<file path="src/rtl/pri_encoder_pipe_if.sv">
// Stream bundle for the pipelined priority encoder: producer side (in_*) and consumer side (out_*).
interface pri_encoder_pipe_if #(
  parameter int unsigned WIDTH     = 56,
  parameter int unsigned WIDTH_LOG = 6,
  parameter int unsigned TAG_W     = 4
);
  logic                 in_valid;
  logic                 in_ready;
  logic [WIDTH-1:0]     in_data;
  logic                 in_lsb;
  logic [TAG_W-1:0]     in_tag;
  logic                 out_valid;
  logic                 out_ready;
  logic [WIDTH_LOG-1:0] out_idx;
  logic                 out_found;
  logic [TAG_W-1:0]     out_tag;
  logic [15:0]          zero_cnt;

  // Environment side: supplies words and consumes results.
  modport master (
    output in_valid, in_data, in_lsb, in_tag, out_ready,
    input  in_ready, out_valid, out_idx, out_found, out_tag, zero_cnt
  );

  // Encoder side.
  modport slave (
    input  in_valid, in_data, in_lsb, in_tag, out_ready,
    output in_ready, out_valid, out_idx, out_found, out_tag, zero_cnt
  );
endinterface

</file>
<file path="src/rtl/pri_encoder_pipe.sv">
// Pipelined priority encoder: binary-search tree, one register rank per level, MSB/LSB mode per word.
// Rank 0 holds the padded (optionally reversed) word; rank WIDTH_LOG is the registered output.
module pri_encoder_pipe #(
  parameter int unsigned WIDTH     = 56,
  parameter int unsigned WIDTH_LOG = 6,
  parameter int unsigned TAG_W     = 4
) (
  input logic               clk,
  input logic               rst,
  pri_encoder_pipe_if.slave pipe_io
);
  localparam int unsigned L  = WIDTH_LOG;
  localparam int unsigned P  = 1 << WIDTH_LOG;
  // Windows of ranks 1..L-1 packed back to back: widths P/2, P/4, ..., 2.
  localparam int unsigned RW = (P > 2) ? P - 2 : 1;

  if (WIDTH < 2) begin : g_chk_width
    $error("pri_encoder_pipe: WIDTH must be >= 2");
  end
  if ((1 << WIDTH_LOG) < WIDTH) begin : g_chk_log
    $error("pri_encoder_pipe: 2**WIDTH_LOG must be >= WIDTH");
  end
  if (TAG_W < 1) begin : g_chk_tag
    $error("pri_encoder_pipe: TAG_W must be >= 1");
  end

  // Bit offset of rank k's window inside the packed rank 1..L-1 storage.
  function automatic int unsigned roff(input int unsigned k);
    return P - 2 * (P >> k);
  endfunction

  logic                 adv_c;
  logic                 acc_c;
  logic [P-1:0]         pad_c;
  logic [P-1:0]         rev_c;

  logic [P-1:0]         win0_q, win0_d;
  logic [RW-1:0]        winr_q;
  logic [RW-1:0]        winr_d;
  logic [L-1:0]         vld_q, vld_d;
  logic [L-1:0]         lsb_q, lsb_d;
  logic [TAG_W-1:0]     tag_q [L];
  logic [TAG_W-1:0]     tag_d [L];
  logic [L-1:0]         idx_q [L];
  logic [L-1:0]         idx_d [L];

  logic [L-1:0]         idx_nx [L];
  logic                 last_bit_c;

  logic                 out_valid_q, out_valid_d;
  logic [L-1:0]         out_idx_q, out_idx_d;
  logic                 out_found_q, out_found_d;
  logic [TAG_W-1:0]     out_tag_q, out_tag_d;
  logic [15:0]          zero_cnt_q, zero_cnt_d;

  // Global stall: every rank advances only when the output slot is free or being taken.
  assign adv_c = !out_valid_q | pipe_io.out_ready;
  assign acc_c = pipe_io.in_valid & adv_c;

  always_comb begin
    pad_c = P'(pipe_io.in_data);
    rev_c = '0;
    for (int unsigned b = 0; b < P; b++) begin
      rev_c[b] = pad_c[P-1-b];
    end
  end

  // One tree level per rank: keep the upper half if it has any set bit, else the lower half.
  for (genvar i = 0; i < L; i++) begin : g_lvl
    localparam int unsigned WI = P >> i;
    localparam int unsigned HI = WI / 2;
    logic [WI-1:0] w;
    logic          b;

    if (i == 0) begin : g_src0
      assign w = win0_q;
    end else begin : g_srcr
      assign w = winr_q[roff(i) +: WI];
    end

    assign b         = |w[WI-1:HI];
    assign idx_nx[i] = idx_q[i] | (L'(b) << (L - 1 - i));

    if (i + 1 < L) begin : g_mid
      assign winr_d[roff(i+1) +: HI] = b ? w[WI-1:HI] : w[HI-1:0];
    end else begin : g_last
      // Final one-bit window is set exactly when the original word was non-zero.
      assign last_bit_c = b ? w[WI-1] : w[0];
    end
  end

  if (P <= 2) begin : g_no_mid
    assign winr_d = '0;
  end

  always_comb begin
    win0_d   = '0;
    vld_d    = '0;
    lsb_d    = '0;
    for (int unsigned k = 0; k < L; k++) begin
      tag_d[k] = '0;
      idx_d[k] = '0;
    end

    // Rank 0 capture; idle cycles load a clean bubble so X data never enters the tree.
    vld_d[0] = acc_c;
    if (acc_c) begin
      win0_d   = pipe_io.in_lsb ? rev_c : pad_c;
      lsb_d[0] = pipe_io.in_lsb;
      tag_d[0] = pipe_io.in_tag;
    end

    for (int unsigned k = 1; k < L; k++) begin
      vld_d[k] = vld_q[k-1];
      lsb_d[k] = lsb_q[k-1];
      tag_d[k] = tag_q[k-1];
      idx_d[k] = idx_nx[k-1];
    end

    out_valid_d = vld_q[L-1];
    out_found_d = last_bit_c;
    out_tag_d   = tag_q[L-1];
    if (!last_bit_c) begin
      out_idx_d = '0;
    end else if (lsb_q[L-1]) begin
      out_idx_d = L'(P - 1) - idx_nx[L-1];
    end else begin
      out_idx_d = idx_nx[L-1];
    end

    zero_cnt_d = zero_cnt_q;
    if (out_valid_q && pipe_io.out_ready && !out_found_q && (zero_cnt_q != 16'hFFFF)) begin
      zero_cnt_d = zero_cnt_q + 16'd1;
    end
  end

  always_ff @(posedge clk or posedge rst) begin
    if (rst) begin
      win0_q      <= '0;
      winr_q      <= '0;
      vld_q       <= '0;
      lsb_q       <= '0;
      for (int unsigned k = 0; k < L; k++) begin
        tag_q[k] <= '0;
        idx_q[k] <= '0;
      end
      out_valid_q <= 1'b0;
      out_idx_q   <= '0;
      out_found_q <= 1'b0;
      out_tag_q   <= '0;
      zero_cnt_q  <= '0;
    end else begin
      if (adv_c) begin
        win0_q      <= win0_d;
        winr_q      <= winr_d;
        vld_q       <= vld_d;
        lsb_q       <= lsb_d;
        for (int unsigned k = 0; k < L; k++) begin
          tag_q[k] <= tag_d[k];
          idx_q[k] <= idx_d[k];
        end
        out_valid_q <= out_valid_d;
        out_idx_q   <= out_idx_d;
        out_found_q <= out_found_d;
        out_tag_q   <= out_tag_d;
      end
      zero_cnt_q <= zero_cnt_d;
    end
  end

  assign pipe_io.in_ready  = adv_c;
  assign pipe_io.out_valid = out_valid_q;
  assign pipe_io.out_idx   = out_idx_q;
  assign pipe_io.out_found = out_found_q;
  assign pipe_io.out_tag   = out_tag_q;
  assign pipe_io.zero_cnt  = zero_cnt_q;
endmodule

</file>
<file path="src/flat_wrapper.sv">
// flat-port wrapper written by rule: the top's interface ports become plain ports
module pri_encoder_pipe_flat 
#(
  parameter int unsigned WIDTH     = 56,
  parameter int unsigned WIDTH_LOG = 6,
  parameter int unsigned TAG_W     = 4
)
  (clk, rst, pipe_io_in_valid, pipe_io_in_data, pipe_io_in_lsb, pipe_io_in_tag, pipe_io_out_ready, pipe_io_in_ready, pipe_io_out_valid, pipe_io_out_idx, pipe_io_out_found, pipe_io_out_tag, pipe_io_zero_cnt);
  pri_encoder_pipe_if #(.WIDTH(WIDTH), .WIDTH_LOG(WIDTH_LOG), .TAG_W(TAG_W)) pipe_io_i ();
  input logic clk;
  input logic rst;
  input wire logic [$bits(pipe_io_i.in_valid)-1:0] pipe_io_in_valid;
  input wire logic [$bits(pipe_io_i.in_data)-1:0] pipe_io_in_data;
  input wire logic [$bits(pipe_io_i.in_lsb)-1:0] pipe_io_in_lsb;
  input wire logic [$bits(pipe_io_i.in_tag)-1:0] pipe_io_in_tag;
  input wire logic [$bits(pipe_io_i.out_ready)-1:0] pipe_io_out_ready;
  output wire logic [$bits(pipe_io_i.in_ready)-1:0] pipe_io_in_ready;
  output wire logic [$bits(pipe_io_i.out_valid)-1:0] pipe_io_out_valid;
  output wire logic [$bits(pipe_io_i.out_idx)-1:0] pipe_io_out_idx;
  output wire logic [$bits(pipe_io_i.out_found)-1:0] pipe_io_out_found;
  output wire logic [$bits(pipe_io_i.out_tag)-1:0] pipe_io_out_tag;
  output wire logic [$bits(pipe_io_i.zero_cnt)-1:0] pipe_io_zero_cnt;
  assign pipe_io_i.in_valid = pipe_io_in_valid;
  assign pipe_io_i.in_data = pipe_io_in_data;
  assign pipe_io_i.in_lsb = pipe_io_in_lsb;
  assign pipe_io_i.in_tag = pipe_io_in_tag;
  assign pipe_io_i.out_ready = pipe_io_out_ready;
  assign pipe_io_in_ready = pipe_io_i.in_ready;
  assign pipe_io_out_valid = pipe_io_i.out_valid;
  assign pipe_io_out_idx = pipe_io_i.out_idx;
  assign pipe_io_out_found = pipe_io_i.out_found;
  assign pipe_io_out_tag = pipe_io_i.out_tag;
  assign pipe_io_zero_cnt = pipe_io_i.zero_cnt;
  pri_encoder_pipe #(.WIDTH(WIDTH), .WIDTH_LOG(WIDTH_LOG), .TAG_W(TAG_W)) u_core (.clk(clk), .rst(rst), .pipe_io(pipe_io_i));
endmodule
</file>
<file path="config.mk">
export PLATFORM = sky130hd
export DESIGN_NAME = pri_encoder_pipe_flat
export DESIGN_NICKNAME = d
export VERILOG_FILES = /design/src/rtl/pri_encoder_pipe_if.sv /design/src/rtl/pri_encoder_pipe.sv /design/src/flat_wrapper.sv
export SDC_FILE = /design/constraint.sdc
export NUM_CORES = 1
export LEC_CHECK = 0
export ABC_AREA = 1
export CORE_ASPECT_RATIO = 1.25
export CORE_MARGIN = 3
export CORE_UTILIZATION = 30
export CTS_CLUSTER_SIZE = 20
export DETAILED_ROUTE_END_ITERATION = 8
export PLACE_DENSITY = 0.56
export SYNTH_ARGS = -nofsm -noshare
export SYNTH_HDL_FRONTEND = slang
export SYNTH_SLANG_ARGS = --single-unit
</file>
<file path="constraint.sdc">
create_clock -name clk -period 7.8 [get_ports clk]
set_input_delay 1.17 -clock clk [delete_from_list [all_inputs] [get_ports clk]]
set_output_delay 1.17 -clock clk [all_outputs]
set_load 0.005 [all_outputs]
</file>
# Yosys cells after proc, flatten, opt, wreduce, memory -nomap -nowiden
# Index checks and enable logic that the tools add are counted.
# Widths: inputs -> output; s select.
[op_classes] bitwise=7 mux=12 n_reduce_logical=10 addsub=2 n_eq_ne=1
[op_table] operator="$mux 64" n=2
[op_table] operator="$mux 32" n=1
[op_table] operator="$reduce_or 32->1" n=1
[op_table] operator="$add 16x1->16 const B" n=1
[op_table] operator="$mux 16" n=1
[op_table] operator="$ne 16x16->1 const B" n=1
[op_table] operator="$reduce_or 16->1" n=1
[op_table] operator="$mux 6" n=2
[op_table] operator="$mux 4" n=2
[op_table] operator="$mux 8" n=1
[op_table] operator="$reduce_or 8->1" n=1
[op_table] operator="$or 6x1->6" n=1
[op_table] operator="$or 6x2->6" n=1
[op_table] operator="$or 6x3->6" n=1
[op_table] operator="$or 6x4->6" n=1
[op_table] operator="$or 6x5->6" n=1
[op_table] operator="$sub 6x6->6 const A" n=1
[op_table] operator="$reduce_or 4->1" n=1
[op_table] operator="$logic_and 1x1->1" n=3
[op_table] operator="$logic_not 1->1" n=2
[op_table] operator="$mux 1" n=2
[op_table] operator="$mux 2" n=1
[op_table] operator="$reduce_or 2->1" n=1
[op_table] operator="$and 1x1->1" n=1
[op_table] operator="$or 1x1->1" n=1
[totals] ff_bits=220 word_cells=52 output_inout_bits=29 inputBits=65

# Depth between registers and ports, before layout
# Gate-level depths: netlist (run 1).
[logic_depth] depth_word=4 depth_mapped=9 depth_no_buf=8

# Least setup slack after synthesis (run 1)
# Ideal clock, no wire load.
[synth_path] path_kind="input to output" startpoint="input port pipe_io_out_ready" endpoint="output port pipe_io_in_ready" slack_ns=4.806 path_buffers=2 arrival_time_ns=1.824 cell_stages=4 t_required_ns=6.630 path_cell_list="inv_1 -> nand2_1 -> buf_2 -> buf_1"
[synth_via] elab_chain_len=1
[synth_lines] element="start: declaration" line="flat_wrapper.sv:16" source="input wire logic [$bits(pipe_io_i.out_ready)-1:0] pipe_io_out_ready;"
[synth_lines] element="$or 1x1->1" line="pri_encoder_pipe.sv:57" source="assign adv_c = !out_valid_q | pipe_io.out_ready;"
[synth_lines] element="end: declaration" line="flat_wrapper.sv:17" source="output wire logic [$bits(pipe_io_i.in_ready)-1:0] pipe_io_in_ready;"
# Every way passes these cells.

# Worst setup path after layout (run 1)
# Ends and elaborated chain as after synthesis.

==> results.md, run 1 <==
* Status: complete, no violations
* Synthesized area at 0.00934 sq mm
* Wirelength per Cell at 13.1 um
* Reg2Reg Setup Slack at 4.65 ns
* Clock latency of the later-clocked register in the worst-skew pair at ~0.5 ns
* Number of resized instances in the post-cts repair step at 0
* Slowest Stage Delay on Critical Path at 0.64 ns
* Quantity of I/O buffers inserted on ports at 93
* Number of H-tree levels at 1
* Cell type of the slowest stage on the worst timing path: sky130_fd_sc_hd__clkdlybuf4s50_1
* I/O pin count at 94
* Synthesis warning total at 0
* Max Buffers Root-to-Sink at 3
* # rows at 71
* Number of remaining DRC errors at 0
* Beginning of the worst register-to-register path: u_core.pipe_io.out_valid
* Count of distinct cell types in the synthesized netlist at 32
* Post-synthesis cell type with the largest combined area: sky130_fd_sc_hd__dfrtp_1
* Number of clock sinks at 205
* Number of buffers added to fix hold violations after cts at 0
* Clock-pin slew on the worst setup and hold paths at 0.06 ns
* Syn Inst Count at approximately 1,200
* Number of cells on the worst reg-to-reg path at 7
* Antenna violations before repair at 0
* Clock tree skew after final layout at 0.0111 ns
* Arrival time of data at the critical path endpoint at 3.18 ns
* Hold-critical path endpoint: u_core.pipe_io.out_valid
* Hold Slack at 0.447 ns
* Total number of vias at about 7,400
* Setup repair bufs after CTS at 0
* Peak supply drop at 130 uV
* Max Slew Vio Count at 0
* Area after detailed placement at 0.0106 sq mm
* Share of the clock period used by the worst path after layout at 55.8%
* Remaining number of nets flagged by the antenna check after routing at 0
* RSZ-0062 raised after global routing: false
* Type of the setup path with the least slack: in2out
* Least-Margin Pin Slew at approximately 1.0 ns
* Worst setup EP type: output pin
* Worst max-slew margin expressed relative to the limit at 31.0%
* Setup slack after layout at 3.45 ns
* Count of nets after finishing at about 1,300
* Fraction of synthesized cell area taken by the top area cell type at 54.9%
* Commonest non-fill, non-tap cells in the layout: 374 x sky130_fd_sc_hd__nand2_1, 205 x sky130_fd_sc_hd__dfrtp_1, 139 x sky130_fd_sc_hd__o21ai_0
* Startpoint kind of the worst setup timing path: input pin
* Total inserted antenna cells at 0
* Post-placement setup slack at 3.32 ns
* Post-Syn Nets at roughly 1,200
* Pwr/cell area at 328 mW/mm^2
* Maximum clock frequency at 0.230 GHz
* Total CTS buffers at 23
* Count of endpoints failing setup in the final report at 0
* Core area at 0.0304 sq mm
* Cell types with the largest area share after synthesis: sky130_fd_sc_hd__dfrtp_1 55%, sky130_fd_sc_hd__nand2_1 15%, sky130_fd_sc_hd__o21ai_0 7.5%
* First-pass GRT wire length at 35,600 um
* Source of the worst hold timing path: u_core.vld_q[5]
* Cell family with most CP delay: buffers and inverters
* Final worst path period need at 4.35 ns
* Largest net degree at the start of global routing at between 100 and 150
* Die span in x at between 150 and 200 um
* Crit path required time at ~6.6 ns
* Vias per Instance at 4.52
* Library cell used as clock root buffer: sky130_fd_sc_hd__clkbuf_16
* Most used DFF post-synth: sky130_fd_sc_hd__dfrtp_1
* Aggregate routed wire length at 21,300 um
* Overall Power at 3.75 mW
* Most frequent cell on the critical path: sky130_fd_sc_hd__clkdlybuf4s50_1
* Die boundary height at 203 um
* Count of TritonRoute iterations in the first routing pass at 5
* Number of hold-slack violations in the final timing report at 0
* Number of enable-type register cells in the synthesized netlist at 0
* Synth Register Bits at 205
* Setup tns final at 0 ns
* Cells along the critical path: clkdlybuf4s50_1 > inv_1 > nand2_4 > buf_4 > clkdlybuf4s50_1
* Worst min path class: reg2reg
* Most frequent standard cell in the layout excluding fill and tap cells: sky130_fd_sc_hd__nand2_1
* Max-cap check violation count at 0
* Total gr overflow at 0
* Via count of the first global-routing pass at roughly 7,000
* Sequential area share after synthesis at between 50 and 60%
* Post-route design area at between 0.01 and 0.015 sq mm
* Syn_area_per_cell at 8.12 sq um
* Starting Density at 30.7%
* Proportion of synthesized flip-flops having asynchronous set or reset at 100%
* Worst Path Max Fanout at 68
* HPWL reported at the end of detailed placement at 14,100 um
* Worst Hold Depth at 2
* Die area at around 0.033 sq mm
* Lkg Pwr at 5.29 nW
* Endpoint of the most critical register-to-register path: u_core.winr_q[59]
* Area grow syn2layout at 22.4%
* Bufs and invs on worst path at 4
* Share of cells above drive strength 1 at approximately 4.7%
* Global Route Usage Sum at 12.9%
* TritonCTS clock tree: built
* Placer's final routability congestion estimate at 0.849
* First DRT Iteration DRCs at 556
-- final cells by class --
type	count	area (sq um)
Fill cell	3132	19000
Sequential cell	205	5130
Multi-Input combinational cell	748	3440
Timing Repair Buffer	101	986
Clock buffer	33	663
Inverter	134	514
Tap cell	401	502
Clock inverter	8	190
-- metal layers --
layer / wire (um) / track usage, %
met5: 0 / 0
met1: 9900 / 17.8
met4: 524 / 3.38
met3: 924 / 1.89
met2: 10000 / 21.3
-- cell usage after synthesis, types with 2 or more instances --
library cell / number
sky130_fd_sc_hd__nand2_1: 375
sky130_fd_sc_hd__dfrtp_1: 205
sky130_fd_sc_hd__o21ai_0: 139
sky130_fd_sc_hd__inv_1: 132
sky130_fd_sc_hd__nor2_1: 65
sky130_fd_sc_hd__nand3_1: 60
sky130_fd_sc_hd__clkbuf_1: 37
sky130_fd_sc_hd__o22ai_1: 32
sky130_fd_sc_hd__a21oi_1: 14
sky130_fd_sc_hd__a31oi_1: 13
sky130_fd_sc_hd__buf_2: 13
sky130_fd_sc_hd__buf_1: 11
sky130_fd_sc_hd__xnor2_1: 11
sky130_fd_sc_hd__o32ai_1: 8
sky130_fd_sc_hd__xor2_1: 8
sky130_fd_sc_hd__a22o_1: 4
sky130_fd_sc_hd__nor3_1: 3
sky130_fd_sc_hd__o21ai_2: 3
sky130_fd_sc_hd__nand3_2: 2
sky130_fd_sc_hd__nand4_1: 2
sky130_fd_sc_hd__o211ai_1: 2
-- how the worst max path moves through the flow --
stage                                  from                   end  cells past startpoint
final                     pipe_io_out_ready      pipe_io_in_ready                      5
after CTS                 pipe_io_out_ready      pipe_io_in_ready                      5
after global routing      pipe_io_out_ready      pipe_io_in_ready                      5
after floorplan                         rst  u_core.g_lvl[0].w[0]                      1
after global placement    pipe_io_out_ready     u_core.winr_q[59]                      9
after detailed placement  pipe_io_out_ready     u_core.winr_q[58]                      9
-- power breakdown --
group	internal [mW]	leakage (nW)	switching [mW]
combinational	0.373	2.25	0.544
clock	0.787	0.418	0.424
sequential	1.40	2.63	0.218
-- state kept, by name, summed over array words and instances, names as in the netlist --
register,flops
u_core.out_tag_d,4
u_core.pipe_io.out_found,1
u_core.pipe_io.out_idx,6
u_core.pipe_io.zero_cnt,16
u_core.winr_q,62
u_core.lsb_q,6
u_core.vld_q,6
u_core.pipe_io.out_valid,1
u_core.pipe_io.out_tag,4
u_core.tag_d,20
u_core.idx_q,15
u_core.g_lvl.w,64
-- cells by family (layout without fill, tap and decap cells) --
| group | after synthesis | in the layout | synth area share (%) |
|---|---|---|---|
| flip-flops | 205 | 205 | 54.9 |
| XOR/XNOR | 19 | 19 | 1.78 |
| AO/OA/AOI/OAI | 216 | 216 | 12.9 |
| adder cells (fa/ha/maj) | 1 | 1 | 0.134 |
| buffers and inverters | 197 | 276 | 8.24 |
| AND/OR/NAND/NOR | 512 | 512 | 22.0 |
-- through the flow --
stage,std cells,utilization [%]
3_5_place_dp,1589,34.8
6_report,1630,37.6
4_1_cts,1630,37.6
5_1_grt,1630,37.6
2_1_floorplan,1150,-
3_3_place_gp,1589,34.8
-- worst reg2reg max path, stage by stage (launching register included) --
cell	delay [ns]
sky130_fd_sc_hd__dfrtp_1	0.42
sky130_fd_sc_hd__nand2_4	0.21
sky130_fd_sc_hd__buf_4	0.59
sky130_fd_sc_hd__clkinv_2	0.69
sky130_fd_sc_hd__buf_4	0.54
sky130_fd_sc_hd__nor2_1	0.44
sky130_fd_sc_hd__nand2_1	0.09
sky130_fd_sc_hd__o211ai_1	0.09
No activity file was read; power rests on OpenSTA's default activity.
==> inputs of run 2 (changes only) <==
==> constraint.sdc (replaced) <==
create_clock -name clk -period 4.6 [get_ports clk]
set_input_delay 0.69 -clock clk [delete_from_list [all_inputs] [get_ports clk]]
set_output_delay 0.69 -clock clk [all_outputs]
set_load 0.005 [all_outputs]
==> run 2 against run 1 <==
Clock skew is 0.0019 ns higher. Critical path type unchanged. Worst hold slack gained 0.0021 ns. Highest routed layer is now met5. Largest cell class unchanged. Cell count rose by 0.37%. Register-to-register slack got worse by 2.5 ns. Via count increased by 0.42%. Die area unchanged. Count of clock-buffer cells in the layout rose by 2. Sequential cell count stayed put. Critical path depth fell by 1. Worst setup slack lost 1.7 ns. Clock power increased by 58%. Sequential power up 69%.
==> results.md, run 2 (synthesis results as in run 1) <==
* Status: complete, no violations (unchanged)
* Area after detailed placement at 0.0106 sq mm (about the same)
* TritonCTS clock tree: built (unchanged)
* Hold Slack at 0.450 ns (was 0.447 ns)
* Comb power frac at 25.2% (was 24.5%)
* Number of clock sinks at 205 (unchanged)
* Type of the setup path with the least slack: in2out (unchanged)
* Clock-pin slew on the worst setup and hold paths at 0.06 ns (about the same)
* First DRT Iteration DRCs at 482 (was 556)
* Sw Ratio at 32.4% (was 31.7%)
* Number of H-tree levels at 1 (unchanged)
* Worst max-slew margin expressed relative to the limit at 31.8% (was 31.0%)
* Remaining number of nets flagged by the antenna check after routing at 0 (unchanged)
* Slowest Stage Delay on Critical Path at 0.60 ns (was 0.64 ns)
* Worst setup EP type: output pin (unchanged)
* Maximum clock frequency at 0.354 GHz
* I/O pin count at 94 (unchanged)
* Sequential share of power at 44.1% (was 43.2%)
* Cells along the critical path: clkdlybuf4s50_1 > inv_1 > nand2_4 > clkdlybuf4s50_1 (was clkdlybuf4s50_1 > inv_1 > nand2_4 > buf_4 > clkdlybuf4s50_1)
* First-pass GRT wire length at 36,200 um (was 35,600 um)
* Total inserted antenna cells at 0 (unchanged)
* Number of buffers added to fix hold violations after cts at 0 (unchanged)
* Number of resized instances in the post-cts repair step at 0 (unchanged)
* Area grow syn2layout at 22.4% (about the same)
* Die span in x at 164 um (unchanged)
* Setup tns final at 0 ns (unchanged)
* Library cell used as clock root buffer: sky130_fd_sc_hd__clkbuf_16 (unchanged)
* Number of remaining DRC errors at 0 (unchanged)
* Count of endpoints failing setup in the final report at 0 (unchanged)
* RSZ-0062 raised after global routing: false (unchanged)
* Share of cells above drive strength 1 at 5.10% (was 4.72%)
* Total gr overflow at 0 (unchanged)
* Setup repair bufs after CTS at 0 (unchanged)
* Global Route Usage Sum at 13.1% (was 12.9%)
* Post-route design area at 0.0114 sq mm (about the same)
* Core area at 0.0304 sq mm (unchanged)
* Die area at 0.0333 sq mm (unchanged)
* Worst min path class: reg2reg (unchanged)
* Net switching power of the design at 2.02 mW (was 1.19 mW)
* Count of nets after finishing at 1,284 (was 1,279)
* Wirelength per Cell at 13.0 um (was 13.1 um)
* Antenna violations before repair at 1 (was 0)
* Most frequent cell on the critical path: sky130_fd_sc_hd__clkdlybuf4s50_1 (unchanged)
* Peak supply drop at 299 uV (was 130 uV)
* Starting Density at 30.7% (unchanged)
* Max Buffers Root-to-Sink at 3 (unchanged)
* Startpoint kind of the worst setup timing path: input pin (unchanged)
* Placer's final routability congestion estimate at 0.868 (was 0.849)
* Count of TritonRoute iterations in the first routing pass at 5 (unchanged)
* Final Instance Count excl. Fillers at 1,636 (was 1,630)
* Via count of the first global-routing pass at 7,313 (was 7,026)
* Number of hold-slack violations in the final timing report at 0 (unchanged)
* Max-cap check violation count at 0 (unchanged)
* Max FFs per register at 64 (unchanged)
* Final worst path period need at ~2.8 ns
* Largest net degree at the start of global routing at 102 (was 133)
* HPWL reported at the end of detailed placement at 14,500 um (was 14,100 um)
* Share of the clock period used by the worst path after layout at 61.4%
* Arrival time of data at the critical path endpoint at 2.14 ns (was 3.18 ns)
* Clock latency of the later-clocked register in the worst-skew pair at 0.51 ns (was 0.50 ns)
* Lkg Pwr at 5.29 nW (about the same)
* Clock tree skew after final layout at 0.0130 ns (was 0.0111 ns)
* Post-placement cell count at 1,594 (was 1,589)
* # rows at 71 (unchanged)
* Worst Path Max Fanout at 34 (was 68)
* Crit path required time at 3.91 ns (was 6.63 ns)
* Vias per Instance at 4.52 (about the same)
* Pwr/cell area at 545 mW/mm^2 (was 328 mW/mm^2)
* Cell type of the slowest stage on the worst timing path: sky130_fd_sc_hd__clkdlybuf4s50_1 (unchanged)
* Commonest non-fill, non-tap cells in the layout: 374 x sky130_fd_sc_hd__nand2_1, 205 x sky130_fd_sc_hd__dfrtp_1, 139 x sky130_fd_sc_hd__o21ai_0 (unchanged)
* Proportion of power drawn by the clock network at 30.8% (was 32.3%)
* Total CTS buffers at 23 (unchanged)
* Least-Margin Pin Slew at 1.02 ns (was 1.03 ns)
* Most frequent standard cell in the layout excluding fill and tap cells: sky130_fd_sc_hd__nand2_1 (unchanged)
* Quantity of I/O buffers inserted on ports at 93 (unchanged)
* Die boundary height at 203 um (unchanged)
* Power Internal at 4.21 mW (was 2.56 mW)
* Total number of vias at 7,402 (was 7,371)
* Aggregate routed wire length at 21,300 um (about the same)
* Max Slew Vio Count at 0 (unchanged)
run 2: routing by layer:
metal | part of all wire [%] | GRT usage (%) | wire, um
met3 | 4.7 | 2.15 | 1000
met2 | 47 | 21.8 | 9950
met5 | 0.094 | 0 | 20
met4 | 2.4 | 3.93 | 510
met1 | 46 | 17.5 | 9830
run 2: power groups by stage:
stage / sequential, mW / clock, mW / combinational (mW)
after floorplan: 2.67 / 0 / 1.11
after global placement: 2.76 / 0 / 1.56
after detailed placement: 2.78 / 0 / 1.59
after CTS: 2.75 / 1.97 / 1.60
after global routing: 2.81 / 2.05 / 1.83
final: 2.74 / 1.91 / 1.57
run 2: worst paths after layout:
| path | from | slack (ns) | cells past startpoint | end |
|---|---|---|---|---|
| max in group asynchronous | rst | 2.94 | 3 | u_core.g_lvl[0].w[29] |
| min reg2reg | u_core.vld_q[5] | 0.45 | 2 | u_core.pipe_io.out_valid |
| min | u_core.vld_q[5] | 0.45 | 2 | u_core.pipe_io.out_valid |
| max | pipe_io_out_ready | 1.77 | 4 | pipe_io_in_ready |
| max reg2reg | u_core.pipe_io.out_valid | 2.16 | 4 | u_core.pipe_io.out_idx[0] |
| min in group asynchronous | rst | 0.75 | 2 | u_core.winr_q[57] |
run 2: critical path: cells and delay by family:
kind | cells | cell delay [ns]
AND/OR/NAND/NOR | 1 | 0.29
buffers and inverters | 3 | 1.15
run 2: final cells by class:
cell class              count  area (sq um)
clock buffers              35           681
clock inverters             7           120
fillers                  3217         19000
inverters                 134           510
multi-input cells         748          3440
flip-flops and latches    205          5130
well taps                 401           502
repair buffers            106          1040
run 2: through the flow:
stage | power, mW | setup slack, ns | util [%]
global placement | 4.32 | 1.37 | 35.0
global route | 6.69 | 1.58 | 37.6
CTS | 6.31 | 1.75 | 37.6
detailed placement | 4.37 | 1.31 | 35.0
finish | 6.22 | 1.77 | 37.6
floorplan | 3.77 | 1.25 | -
==> inputs of run 3 (changes only) <==
==> constraint.sdc (replaced) <==
create_clock -name clk -period 2.96 [get_ports clk]
set_input_delay 0.444 -clock clk [delete_from_list [all_inputs] [get_ports clk]]
set_output_delay 0.444 -clock clk [all_outputs]
set_load 0.005 [all_outputs]
==> run 3 against run 2 <==
Sequential power grew 55%. Final area rose by 0.51%. Largest power group unchanged. Die area stayed put.
==> results.md, run 3 (synthesis results as in run 1) <==
* Status: complete, no violations (unchanged)
* Setup slack after layout at 0.817 ns (was 1.77 ns)
* Setup repair bufs after CTS at 0 (unchanged)
* Slowest Stage Delay on Critical Path at 0.54 ns (was 0.60 ns)
* Clock tree skew after final layout at 0.0171 ns (was 0.0130 ns)
* Number of remaining DRC errors at 0 (unchanged)
* Power Internal at 6.37 mW (was 4.21 mW)
* Antenna violations before repair at 0 (was 1)
* Wirelength per Cell at 13.0 um (about the same)
* Count of nets after finishing at 1,293 (was 1,284)
* Endpoint of the most critical register-to-register path: u_core.pipe_io.zero_cnt[13] (was u_core.pipe_io.out_idx[0])
* Starting Density at 30.7% (unchanged)
* Cells along the critical path: clkdlybuf4s50_1 > inv_1 > nand2_4 > clkdlybuf4s50_1 (unchanged)
* GRT met1 Usage at 17.8% (was 17.5%)
* Total gr overflow at 0 (unchanged)
* Worst Path Max Fanout at 7 (was 34)
* Peak supply drop at 390 uV (was 299 uV)
* Proportion of power drawn by the clock network at 29.0% (was 30.8%)
* Startpoint kind of the worst setup timing path: input pin (unchanged)
* Number of buffers added to fix hold violations after cts at 0 (unchanged)
* Core area at 0.0304 sq mm (unchanged)
* Count of endpoints failing setup in the final report at 0 (unchanged)
* Number of clock sinks at 205 (unchanged)
* Beginning of the worst register-to-register path: u_core.pipe_io.zero_cnt[0] (was u_core.pipe_io.out_valid)
* Reg2Reg Setup Slack at 1.19 ns (was 2.16 ns)
* Crit path required time at 2.52 ns (was 3.91 ns)
* Max FFs per register at 64 (unchanged)
* Share of the core filled with cells at 37.8% (was 37.6%)
* Most frequent cell on the critical path: sky130_fd_sc_hd__clkdlybuf4s50_1 (unchanged)
* Last element of the critical path: pipe_io_in_ready (unchanged)
* Quantity of I/O buffers inserted on ports at 93 (unchanged)
* Maximum clock frequency at about 0.47 GHz
* Layer carrying the most global-route usage: met2 (unchanged)
* Vias per Instance at 4.56 (was 4.52)
* Max-cap check violation count at 0 (unchanged)
* Die span in x at 164 um (unchanged)
* Logic depth of the worst path, buffers included at 4 (unchanged)
* Library cell used as clock root buffer: sky130_fd_sc_hd__clkbuf_16 (unchanged)
* Total CTS buffers at 23 (unchanged)
* Crit. Startpoint: pipe_io_out_ready (unchanged)
* Most frequent standard cell in the layout excluding fill and tap cells: sky130_fd_sc_hd__nand2_1 (unchanged)
* Arrival time of data at the critical path endpoint at 1.70 ns (was 2.14 ns)
* Type of the setup path with the least slack: in2out (unchanged)
* Number of hold-slack violations in the final timing report at 0 (unchanged)
* Least-Margin Pin Slew at 0.620 ns (was 1.02 ns)
* Worst max-slew margin expressed relative to the limit at 58.3% (was 31.8%)
* Count of TritonRoute iterations in the first routing pass at 5 (unchanged)
* Hold Slack at 0.249 ns (was 0.450 ns)
* Area grow syn2layout at 23.0% (was 22.4%)
* Share of the clock period used by the worst path after layout at 72.4%
* First-pass GRT wire length at 36,000 um (was 36,200 um)
* Final worst path period need at 2.14 ns
* Number of H-tree levels at 1 (unchanged)
* Die area at 0.0333 sq mm (unchanged)
* Number of cells on the worst reg-to-reg path at 8 (was 4)
* Via count of the first global-routing pass at 7,195 (was 7,313)
* Cell type of the slowest stage on the worst timing path: sky130_fd_sc_hd__clkdlybuf4s50_1 (unchanged)
* Total number of vias at 7,487 (was 7,402)
* Share of cells above drive strength 1 at 5.56% (was 5.10%)
* Comb power frac at 26.3% (was 25.2%)
* Post-placement setup slack at 0.791 ns (was 1.31 ns)
* First DRT Iteration DRCs at 546 (was 482)
* I/O pin count at 94 (unchanged)
* Total inserted antenna cells at 0 (unchanged)
* Global Route Usage Sum at 13.0% (was 13.1%)
* Worst setup EP type: output pin (unchanged)
* Sequential share of power at 44.7% (was 44.1%)
* Placer's final routability congestion estimate at 0.856 (was 0.868)
* Max Buffers Root-to-Sink at 3 (unchanged)
* GR met3 Demand/Resource at 2.01% (was 2.15%)
* Lkg Pwr at 5.32 nW (was 5.29 nW)
* Bufs and invs on worst path at 3 (unchanged)
* TritonCTS clock tree: built (unchanged)
* Net switching power of the design at 3.13 mW (was 2.02 mW)
* Pwr/cell area at 828 mW/mm^2 (was 545 mW/mm^2)
* M2 GR Usage at 21.5% (was 21.8%)
* Sw Ratio at 33.0% (was 32.4%)
* Remaining number of nets flagged by the antenna check after routing at 0 (unchanged)
* Largest net degree at the start of global routing at 90 (was 102)
* Die boundary height at 203 um (unchanged)
* Worst min path class: in2async (was reg2reg)
* # rows at 71 (unchanged)
* Number of resized instances in the post-cts repair step at 0 (unchanged)
* Max Slew Vio Count at 0 (unchanged)
* Commonest non-fill, non-tap cells in the layout: 374 x sky130_fd_sc_hd__nand2_1, 205 x sky130_fd_sc_hd__dfrtp_1, 139 x sky130_fd_sc_hd__o21ai_0 (unchanged)
* HPWL reported at the end of detailed placement at 14,800 um (was 14,500 um)
* Clock latency of the later-clocked register in the worst-skew pair at 0.51 ns (about the same)
* Cell family with most CP delay: buffers and inverters (unchanged)
* RSZ-0062 raised after global routing: false (unchanged)
* Aggregate routed wire length at 21,400 um (was 21,300 um)
* Clock-pin slew on the worst setup and hold paths at 0.06 ns (about the same)
run 3: cell types whose count changed in the layout (fill, tap and decap cells not counted), sizes merged:
cell and delta:
buf +9, bufinv -1, clkbuf -4, clkinv +3
run 3: how the worst min path moves through the flow:
stage	slack, ns	startpoint	depth (start not counted)	to
finish	0.25	rst	2	u_core.pipe_io.zero_cnt[13]
global route	0.27	rst	2	u_core.pipe_io.zero_cnt[13]
CTS	0.24	rst	2	u_core.pipe_io.zero_cnt[10]
detailed placement	0.43	u_core.vld_q[5]	2	u_core.pipe_io.out_valid
global placement	0.44	u_core.vld_q[5]	2	u_core.pipe_io.out_valid
floorplan	0.42	u_core.vld_q[5]	2	u_core.pipe_io.out_valid
run 3: power by group through the flow:
stage               clock [mW]  combinational [mW]  sequential (mW)
global route              2.95                2.89             4.38
detailed placement           0                2.54             4.30
global placement             0                2.49             4.28
finish                    2.75                2.50             4.25
floorplan                    0                1.72             4.14
CTS                       2.83                2.55             4.26
run 3: area by class of cell:
type | count | area (sq um)
Timing Repair Buffer | 115 | 1180
Clock inverter | 9 | 101
Fill cell | 3220 | 18900
Multi-Input combinational cell | 748 | 3440
Tap cell | 401 | 502
Clock buffer | 31 | 616
Sequential cell | 205 | 5130
Inverter | 134 | 510
run 3: routing by layer:
metal	wire (um)	share of wire, %	vias up
met4	474	2.2	0
met5	0	0	-
met3	1060	4.9	34
li1	-	-	3819
met2	10100	47	168
met1	9750	46	3466
run 3: stage by stage:
step | TNS (ns) | cell area (sq um) | std cells | power, mW
finish | 0 | 11500 | 1643 | 9.50
global route | 0 | 11500 | 1643 | 10.2
CTS | 0 | 11500 | 1643 | 9.63
detailed placement | 0 | 10800 | 1603 | 6.84
global placement | 0 | 10800 | 1603 | 6.77
floorplan | -29.17 | 9340 | 1150 | 5.86
